### src/rtl/access_enable_to_valid_ready_bridge_pkg.sv
// access_enable_to_valid_ready_bridge_pkg: shared width helpers and limits for the bridge
package access_enable_to_valid_ready_bridge_pkg;
   localparam int MAX_READ_LATENCY = 1;
   function automatic int ptr_w(input int depth);
      return depth > 1 ? $clog2(depth) : 1;
   endfunction
   function automatic int lvl_w(input int depth);
      return $clog2(depth + 1);
   endfunction
endpackage

### src/rtl/access_enable_to_valid_ready_bridge_if.sv
// access_enable_to_valid_ready_bridge_if: upstream access_enable and downstream valid/ready signals
interface access_enable_to_valid_ready_bridge_if
   import access_enable_to_valid_ready_bridge_pkg::*;
   #(parameter int WIDTH = 8, parameter int BUFFER_DEPTH = 2);
   logic fifo_read_enable;
   logic [WIDTH-1:0] fifo_read_data;
   logic fifo_read_empty;
   logic output_valid;
   logic output_ready;
   logic [WIDTH-1:0] output_data;
   logic [lvl_w(BUFFER_DEPTH)-1:0] buffer_level;
   modport master (
      output fifo_read_enable, output_valid, output_data, buffer_level,
      input fifo_read_data, fifo_read_empty, output_ready
   );
   modport slave (
      input fifo_read_enable, output_valid, output_data, buffer_level,
      output fifo_read_data, fifo_read_empty, output_ready
   );
endinterface

### src/rtl/access_enable_to_valid_ready_bridge_skid.sv
// access_enable_to_valid_ready_bridge_skid: circular skid buffer with capture/transfer handshake
module access_enable_to_valid_ready_bridge_skid
   import access_enable_to_valid_ready_bridge_pkg::*;
   #(parameter int WIDTH = 8, parameter int DEPTH = 2)
   (
      input  logic                       clock,
      input  logic                       reset,
      input  logic                       capture_i,
      input  logic [WIDTH-1:0]           data_i,
      input  logic                       transfer_i,
      output logic                       valid_o,
      output logic [WIDTH-1:0]           data_o,
      output logic [lvl_w(DEPTH)-1:0]    count_o
   );
   localparam int PW = ptr_w(DEPTH);
   localparam int CW = lvl_w(DEPTH);
   logic [WIDTH-1:0] mem_q [DEPTH];
   logic [PW-1:0] wr_ptr_q, wr_ptr_d, rd_ptr_q, rd_ptr_d;
   logic [CW-1:0] count_q, count_d;
   always_comb begin
      wr_ptr_d = !capture_i ? wr_ptr_q : (32'(wr_ptr_q) == DEPTH - 1) ? '0 : wr_ptr_q + 1'b1;
      rd_ptr_d = !transfer_i ? rd_ptr_q : (32'(rd_ptr_q) == DEPTH - 1) ? '0 : rd_ptr_q + 1'b1;
      count_d = count_q + CW'(capture_i) - CW'(transfer_i);
   end
   always_ff @(posedge clock or posedge reset) begin
      if (reset) begin
         wr_ptr_q <= '0;
         rd_ptr_q <= '0;
         count_q <= '0;
      end else begin
         wr_ptr_q <= wr_ptr_d;
         rd_ptr_q <= rd_ptr_d;
         count_q <= count_d;
      end
   end
   // storage is deliberately unreset; data_o is only meaningful while valid_o
   always_ff @(posedge clock) begin
      if (capture_i) mem_q[wr_ptr_q] <= data_i;
   end
   assign valid_o = count_q != '0;
   assign data_o = mem_q[rd_ptr_q];
   assign count_o = count_q;
endmodule

### src/rtl/access_enable_to_valid_ready_bridge.sv
// access_enable_to_valid_ready_bridge: drains an access_enable FIFO into a registered valid/ready stream
module access_enable_to_valid_ready_bridge
   import access_enable_to_valid_ready_bridge_pkg::*;
   #(parameter int WIDTH = 8, parameter int BUFFER_DEPTH = 2, parameter int READ_LATENCY = 0)
   (
      input logic clock,
      input logic reset,
      access_enable_to_valid_ready_bridge_if.master bus
   );
   if (READ_LATENCY < 0 || READ_LATENCY > MAX_READ_LATENCY || BUFFER_DEPTH < 1) begin : g_bad_params
      $error("illegal READ_LATENCY or BUFFER_DEPTH");
   end
   logic inflight_q, pop, capture, transfer;
   logic [lvl_w(BUFFER_DEPTH)-1:0] count;
   // slots are reserved at pop time so a late-arriving word always has room
   always_comb begin
      pop = !reset && !bus.fifo_read_empty && (32'(count) + 32'(inflight_q) < BUFFER_DEPTH);
      capture = (READ_LATENCY == 0) ? pop : inflight_q;
      transfer = bus.output_valid && bus.output_ready;
   end
   always_ff @(posedge clock or posedge reset) begin
      if (reset) inflight_q <= 1'b0;
      else inflight_q <= (READ_LATENCY == 1) && pop;
   end
   access_enable_to_valid_ready_bridge_skid #(.WIDTH(WIDTH), .DEPTH(BUFFER_DEPTH)) u_skid (
      .clock      (clock),
      .reset      (reset),
      .capture_i  (capture),
      .data_i     (bus.fifo_read_data),
      .transfer_i (transfer),
      .valid_o    (bus.output_valid),
      .data_o     (bus.output_data),
      .count_o    (count)
   );
   assign bus.fifo_read_enable = pop;
   assign bus.buffer_level = count;
endmodule

### src/flat_wrapper.sv
// flat-port wrapper written by rule: the top's interface ports become plain ports
module access_enable_to_valid_ready_bridge_flat import access_enable_to_valid_ready_bridge_pkg::*;
#(parameter int WIDTH = 8, parameter int BUFFER_DEPTH = 2, parameter int READ_LATENCY = 0)
  (clock, reset, bus_fifo_read_enable, bus_output_valid, bus_output_data, bus_buffer_level, bus_fifo_read_data, bus_fifo_read_empty, bus_output_ready);
  access_enable_to_valid_ready_bridge_if #(.WIDTH(WIDTH), .BUFFER_DEPTH(BUFFER_DEPTH)) bus_i ();
  input logic clock;
  input logic reset;
  output wire logic [$bits(bus_i.fifo_read_enable)-1:0] bus_fifo_read_enable;
  output wire logic [$bits(bus_i.output_valid)-1:0] bus_output_valid;
  output wire logic [$bits(bus_i.output_data)-1:0] bus_output_data;
  output wire logic [$bits(bus_i.buffer_level)-1:0] bus_buffer_level;
  input wire logic [$bits(bus_i.fifo_read_data)-1:0] bus_fifo_read_data;
  input wire logic [$bits(bus_i.fifo_read_empty)-1:0] bus_fifo_read_empty;
  input wire logic [$bits(bus_i.output_ready)-1:0] bus_output_ready;
  assign bus_fifo_read_enable = bus_i.fifo_read_enable;
  assign bus_output_valid = bus_i.output_valid;
  assign bus_output_data = bus_i.output_data;
  assign bus_buffer_level = bus_i.buffer_level;
  assign bus_i.fifo_read_data = bus_fifo_read_data;
  assign bus_i.fifo_read_empty = bus_fifo_read_empty;
  assign bus_i.output_ready = bus_output_ready;
  access_enable_to_valid_ready_bridge #(.WIDTH(WIDTH), .BUFFER_DEPTH(BUFFER_DEPTH), .READ_LATENCY(READ_LATENCY)) u_core (.clock(clock), .reset(reset), .bus(bus_i));
endmodule
### config.mk
export PLATFORM = sky130hd
export DESIGN_NAME = access_enable_to_valid_ready_bridge_flat
export DESIGN_NICKNAME = d
export VERILOG_FILES = /design/src/rtl/access_enable_to_valid_ready_bridge_pkg.sv /design/src/rtl/access_enable_to_valid_ready_bridge_if.sv /design/src/rtl/access_enable_to_valid_ready_bridge_skid.sv /design/src/rtl/access_enable_to_valid_ready_bridge.sv /design/src/flat_wrapper.sv
export SDC_FILE = /design/constraint.sdc
export NUM_CORES = 1
export LEC_CHECK = 0
export ABC_CLOCK_PERIOD_IN_PS = 2140
export BUFFER_PORTS_ARGS = -buffer_cell sky130_fd_sc_hd__buf_2
export CORE_AREA = 2 2 48 50
export DETAILED_ROUTE_END_ITERATION = 8
export DIE_AREA = 0 0 50 52
export GPL_TIMING_DRIVEN = 1
export PLACE_DENSITY = 0.62
export SLEW_MARGIN = 20
export SYNTH_ARGS = -nofsm -noshare
export SYNTH_HDL_FRONTEND = slang
export SYNTH_SLANG_ARGS = --single-unit
export TNS_END_PERCENT = 100
### constraint.sdc
create_clock -name clock -period 2.14 [get_ports clock]
set_input_delay 0.214 -clock clock [delete_from_list [all_inputs] [get_ports clock]]
set_output_delay 0.214 -clock clock [all_outputs]
set_load 0.02 [all_outputs]
==> results of run 1 <==
## where the power goes
group | switching, W | internal [W] | total, W
sequential | 0.0000805 | 0.000497 | 0.000577
clock | 0.000104 | 0.0000724 | 0.000176
combinational | 0.000214 | 0.000183 | 0.000397
total | 0.000398 | 0.000753 | 0.00115
## per-stage QoR
| stage | hold WS [ps] | std cells | worst slack [ps] | util, % | cell area [sq um] |
|---|---|---|---|---|---|
| CTS | 93.6 | 102 | 469 | 46.9 | 987 |
| finish | 105 | 102 | 519 | 46.9 | 987 |
| floorplan | -19.9 | 46 | 307 | - | 792 |
| global route | 79.3 | 102 | 410 | 46.9 | 987 |
| global placement | 153 | 97 | 701 | 45.2 | 951 |
| detailed placement | 162 | 97 | 636 | 45.2 | 951 |
## state kept, by name (all words and copies together) (netlist names)
signal,flops
u_core.u_skid.wr_ptr_q,1
u_core.u_skid.count_o,2
u_core.u_skid.mem_q,16
u_core.u_skid.rd_ptr_q,1
## timing repair
item | CTS | global route
hold buffers | 1 | 0
setup buffers | 0 | 0
endpoints found under the hold margin | 4 | 0
## final timing paths
path | endpoint | slack [ps] | startpoint | depth (start not counted)
worst min register to register | u_core.u_skid.wr_ptr_q$_DFFE_PP0P_ | 520 | u_core.u_skid.wr_ptr_q$_DFFE_PP0P_ | 1
max in group asynchronous | u_core.u_skid.rd_ptr_q$_DFFE_PP0P_ | 1580 | reset | 3
worst min-delay path | u_core.u_skid.mem_q[1][5]$_DFFE_PP_ | 100 | bus_fifo_read_data[5] | 1
worst max-delay path | bus_output_data[2] | 520 | u_core.u_skid.rd_ptr_q$_DFFE_PP0P_ | 2
worst max register to register | u_core.u_skid.mem_q[1][0]$_DFFE_PP_ | 660 | u_core.u_skid.count_o[1]$_DFF_PP0_ | 2
min in group asynchronous | u_core.u_skid.count_o[1]$_DFF_PP0_ | 400 | reset | 3
## kinds of logic after synthesis
family          share of synthesized area (%)
compound gates                           2.53
xor+xnor                                 3.32
fa+ha+maj                                1.58
buf+inv                                  1.10
flops                                    73.3
mux                                      12.6
simple gates                             5.53
## layout by cell type (no fill, tap or decap)
master	netlist	routed
nor3_2	1	1
dlygate4sd3_1	0	1
ha_1	1	1
clkbuf_1	0	1
mux2i_1	1	1
o21ai_1	1	1
or2_1	1	1
buf_2	1	23
mux2_2	8	8
buf_4	0	1
o21a_1	1	1
and2_1	1	1
dfrtp_1	4	4
nor4_2	0	1
xnor2_1	1	1
o211ai_1	1	1
clkbuf_4	0	3
edfxtp_1	16	16
nand2_1	4	4
xor2_1	2	2
inv_1	1	1
## metal layers
metal  global-route usage (%)  wire [um]  up-vias
met5                        0          0        -
met4                     8.33         33        0
met3                     2.87         57        4
met2                     17.8        648       12
met1                     13.5        525      224
li1                         -          -      225
## area by class of cell
cell class	instances	area, sq um	share of cell area [%]
Multi-Input combinational cell	24	209	21.2
Timing Repair Buffer	25	133	13.4
Inverter	1	3.75	0.380
Tap cell	28	35.0	3.55
Clock buffer	4	26.3	2.66
Sequential cell	20	581	58.8
==> summary.txt, run 1 <==
Outcome
  – Run status: finished clean

STA
  – F_max: 0.617 GHz
  – Setup TNS: 0 ps
  – Final-report max-slew violation count: 0
  – Normalized max-slew margin: 75.0%
  – Setup skew after layout: 6.48 ps
  – Number of hold violations in the final report: 0
  – Final setup violation count: 0
  – Time the final worst path needs with I/O delays and setup: 1620 ps
  – Slew of the pin with the lowest slew margin: 375 ps
  – Unrepaired setup endpoints after global routing: false
  – Post-route fraction of the period consumed by the critical path: 75.8%

Routing
  – Initial DRC count: 2
  – DRC: 0
  – Via density per instance: 4.56
  – Routed vias: 465
  – Routed WL: 1260 um
  – ANT nets after route: 0
  – Number of iterations in the first detailed-routing pass: 4
  – Routed wire per std cell: 12.4 um

Setup path
  – Worst Path Max Fanout: 9
  – Crit. End Element: primary output
  – Cell with the biggest individual delay on the critical path: dfrtp_1
  – Sum of buffers and inverters on the critical path: 1
  – Largest stage delay, worst path: 580 ps
  – Critical path, cell by cell: mux2_2 -> buf_2
  – Setup Crit Path Kind: register to primary output
  – Endpoint required time on the critical path: 1930 ps
  – CP delay by family, top: flip-flops
  – Crit path DAT: 1410 ps
  – Startpoint kind of the worst setup timing path: register

Yosys
  – Cell area after synthesis: 792 sq um
  – Leading area contributor after synthesis: edfxtp_1
  – Post-synth top flop: edfxtp_1
  – Total nets after synthesis: 59
  – Syn Inst Count: 46
  – Most common library cells after synthesis: edfxtp_1, mux2_2, dfrtp_1, nand2_1, xor2_1
  – Syn Area/Cell: 17.2 sq um
  – Largest cells by area after synthesis: edfxtp_1, dfrtp_1, mux2_2
  – Flip-flop and latch count after synthesis: 20
  – Count of yosys warnings during synthesis: 0
  – Most common cell in the synthesized netlist: edfxtp_1
  – Async S/R FF share, synth: 20.0%
  – Share of synthesized area occupied by flip-flops and latches: 73.3%
  – Number of enable-type register cells in the synthesized netlist: 16
  – Share of the synthesized area in the top cell type: 60.7%
  – Unique masters post-synth: 17

Job
  – Max-cap violations: 0

Clock network
  – Buffer type at the clock tree root: clkbuf_4
  – Number of clock sinks seen by CTS: 20
  – TritonCTS Buffers: 3
  – Clock latency on the worst-skew pair: 290 ps
  – Cts repair resizes: 0
  – Maximum clock insertion buffer count: 2
  – Clock tree from TritonCTS: built
  – Clock transition at the registers of the reported paths: 110 ps
  – Number of H-tree levels: 1

Die
  – Total Die Area: 2600 sq um
  – Chip Height: 52 um
  – Core area: 2110 sq um
  – Std-Cell Rows: 17
  – Die width: 50 um
  – Total I/O pin count: 24
  – Initial core utilization: 37.6%

Pwr
  – Pwr dens: 1170 nW/um^2
  – Peak supply drop: 0.658 mV
  – LEAKAGE: 0.396 nW
  – Total power of the final layout: 0.00115 W

Hold path
  – Worst min path class: input port to register

Layout
  – Filler cell count: 202
  – Total inserted antenna cells: 0
  – Number of nets in the finished design: 88
  – Fraction of layout instances using a drive strength above 1: 50.0%
  – Area growth from synthesis to layout: 24.6%

Placement
  – Final weighted congestion in routability-driven placement: 0.827
  – Port Buffers: 23
  – Estimated wirelength of the detail-placed design: 894 um

GRT
  – Wire length of the first global-routing pass: 2030 um
  – Total grt overflow: 0
  – Total GRT Usage: 11.3%
  – Number of global-route vias before repair: 418
  – Maximum number of pins on one net before global-route repair: 12
  – Initial antenna violation count: 0
Power figures use the tool's default switching activity.
==> run 2, diff against run 1 <==
- ABC_CLOCK_PERIOD_IN_PS: 2140 -> 1300
- PLACE_DENSITY: 0.62 -> 0.65
- clock period: 2.14 -> 1.3 ns (I/O delays scaled with it)
==> run 2 against run 1 <==
- the run now ends with negative setup slack left
- power increased by 130%
- count of clock-buffer cells in the layout shrank 1
- critical path depth is 1 higher
- largest power group is now combinational cells
- design area grew 22%
- combinational power rose to 2.9 times the previous value
- sequential share of layout area shrank 10 points
- register-to-register slack lost 600 ps
==> summary.txt, run 2 (synthesized netlist as in run 1, its figures left out) <==
GRT
  – Total GRT Usage: 12.4% (+1.1 points)
  – Initial antenna violation count: 0 (unchanged)
  – Maximum number of pins on one net before global-route repair: 13 (+1)
  – Wire length of the first global-routing pass: 2340 um (+15%)
  – Total grt overflow: 0 (unchanged)
  – Number of global-route vias before repair: 512 (+22%)

STA
  – Post-route fraction of the period consumed by the critical path: 110%
  – Normalized max-slew margin: 84.7% (+9.7 points)
  – Unrepaired setup endpoints after global routing: true
  – Number of hold violations in the final report: 0 (unchanged)
  – Final setup violation count: 8 (+8)
  – Setup TNS: -1050 ps (-1050 ps)
  – F_max: 0.696 GHz
  – Final-report max-slew violation count: 0 (unchanged)
  – Time the final worst path needs with I/O delays and setup: 1440 ps
  – Setup skew after layout: 7.78 ps (+1.30 ps)
  – Slew of the pin with the lowest slew margin: 228 ps (-147 ps)
  – Post-layout worst setup margin: -136 ps (-655 ps)

Routing
  – Number of iterations in the first detailed-routing pass: 4 (unchanged)
  – Routed vias: 508 (+9.2%)
  – DRC: 0 (unchanged)
  – Via density per instance: 4.50 (-1.4%)
  – Routed wire per std cell: 12.3 um (-0.52%)
  – ANT nets after route: 0 (unchanged)
  – Initial DRC count: 10 (+8)
  – Routed WL: 1390 um (+10%)

Setup path
  – Startpoint of the worst-slack reg-to-reg timing path: u_core.u_skid.count_o[1]$_DFF_PP0_
  – Startpoint kind of the worst setup timing path: register
  – Worst Path Max Fanout: 3 (-6)
  – Setup Crit Path Kind: register to primary output
  – Worst setup slack for register-to-register paths: 60 ps (-600 ps)
  – Setup crit start: u_core.u_skid.rd_ptr_q$_DFFE_PP0P_
  – Crit path DAT: 1310 ps (-100 ps)
  – Crit. End Element: primary output
  – Endpoint required time on the critical path: 1170 ps (-760 ps)

Placement
  – Setup WS pre-CTS: 62.8 ps (-573 ps)
  – Placed inst area: 970 sq um (+2.0%)
  – Cell count after placement: 97 (unchanged)
  – Final weighted congestion in routability-driven placement: 0.676 (-18%)
  – Estimated wirelength of the detail-placed design: 890 um (-0.44%)
  – Port Buffers: 23 (unchanged)

Hold path
  – Worst min path class: input port to register
  – Hold Startpoint: bus_fifo_read_data[4]

Pwr
  – Pwr dens: 2140 nW/um^2 (+84%)
  – Total power of the final layout: 0.00259 W (+130%)
  – Peak supply drop: 1.23 mV (+88%)
  – LEAKAGE: 0.498 nW (+26%)

Layout
  – Total inserted antenna cells: 0 (unchanged)
  – Filler cell count: 174 (-14%)
  – Post-route insts no fill: 113 (+11%)
  – Most frequent standard cell in the layout excluding fill and tap cells: edfxtp_1
  – Largest register by flop count: u_core.u_skid.mem_q
  – Sequential cell area in the final layout: 584 sq um (+0.65%)
  – Flip-flop count of the largest register, all copies and words added: 16 (unchanged)
  – Number of nets in the finished design: 99 (+13%)
  – Fraction of layout instances using a drive strength above 1: 62.4% (+12 points)
  – Most frequent cells in the layout: edfxtp_1, buf_2, buf_6
  – Multi-input gate area: 243 sq um (+16%)
  – Final cell area excluding filler cells: 1210 sq um (+22%)
  – Area growth from synthesis to layout: 52.6%

Clock network
  – Number of H-tree levels: 1 (unchanged)
  – Clock tree from TritonCTS: built
  – Clock latency on the worst-skew pair: 300 ps (about the same)
  – Maximum clock insertion buffer count: 2 (unchanged)
  – TritonCTS Buffers: 3 (unchanged)
  – Buffer type at the clock tree root: clkbuf_4
  – Clock transition at the registers of the reported paths: 110 ps (about the same)
  – Number of clock sinks seen by CTS: 20 (unchanged)

Die
  – Initial core utilization: 37.6% (unchanged)
  – Total I/O pin count: 24 (unchanged)
  – Core area: 2110 sq um (unchanged)
  – Die width: 50 um (unchanged)
  – Std-Cell Rows: 17 (unchanged)
  – Total Die Area: 2600 sq um (unchanged)
  – Chip Height: 52 um (unchanged)

Outcome
  – Violated checks: negative setup slack
  – Run status: finished with violations

Job
  – Max-cap violations: 0 (unchanged)
-- run 2: changes by cell type in the layout (fill, tap and decap cells not counted), moves of 2 or more --
cell and change:
dfrtp_2 +3, buf_2 -10, dlygate4sd3_1 +2, buf_4 +7, mux2_2 -3, dfrtp_1 -3, buf_6 +12, mux2_4 +3
-- run 2: final timing paths --
check                                                      end  depth (start not counted)
setup / recovery                            bus_output_data[3]                          3
max in group asynchronous   u_core.u_skid.rd_ptr_q$_DFFE_PP0P_                          3
min in group asynchronous   u_core.u_skid.count_o[0]$_DFF_PP0_                          3
hold / removal             u_core.u_skid.mem_q[1][4]$_DFFE_PP_                          1
setup reg to reg            u_core.u_skid.count_o[1]$_DFF_PP0_                          5
hold reg to reg             u_core.u_skid.wr_ptr_q$_DFFE_PP0P_                          1
-- run 2: worst max-delay path, stage by stage, from the launching register on --
cell	delay [ps]
dfrtp_2	450
buf_6	130
mux2_4	290
buf_6	130
-- run 2: final cells by class --
cell class	count	area share, %
inverter	1	0.311
clock inverter	1	2.48
clock buffer	3	1.86
tap	28	2.90
timing repair buffer	36	24.0
multi-input combinational	24	20.1
sequential	20	48.3
-- run 2: what timing repair did --
item,in CTS,in global routing
endpoints found under the hold margin,4,3
resized for setup,24,6
pin swaps,1,0
setup buffers,6,3
hold buffers,1,2
endpoints found under the setup margin,10,11
-- run 2: power breakdown --
part / leakage (nW) / total (W) / internal (W) / switching, W
logic: 0.281 / 0.00115 / 0.000663 / 0.000491
clock network: 0.0279 / 0.000500 / 0.000312 / 0.000188
registers: 0.190 / 0.000938 / 0.000828 / 0.000110
total: 0.498 / 0.00259 / 0.00180 / 0.000789
-- run 2: routing by layer --
| layer | global-route usage (%) | up-vias | wire length, um |
|---|---|---|---|
| met5 | 0 | - | 0 |
| met4 | 5.56 | 0 | 14 |
| met3 | 3.16 | 2 | 71 |
| met2 | 20.8 | 18 | 738 |
| met1 | 15.0 | 237 | 567 |
| li1 | - | 251 | - |
-- run 2: stage by stage --
stage               utilization (%)  hold slack (ps)
finish                         57.4             10.3
CTS                            54.5             3.66
global route                   57.4           -0.685
global placement               46.0             98.3
detailed placement             46.0             94.7
floorplan                         -             -104
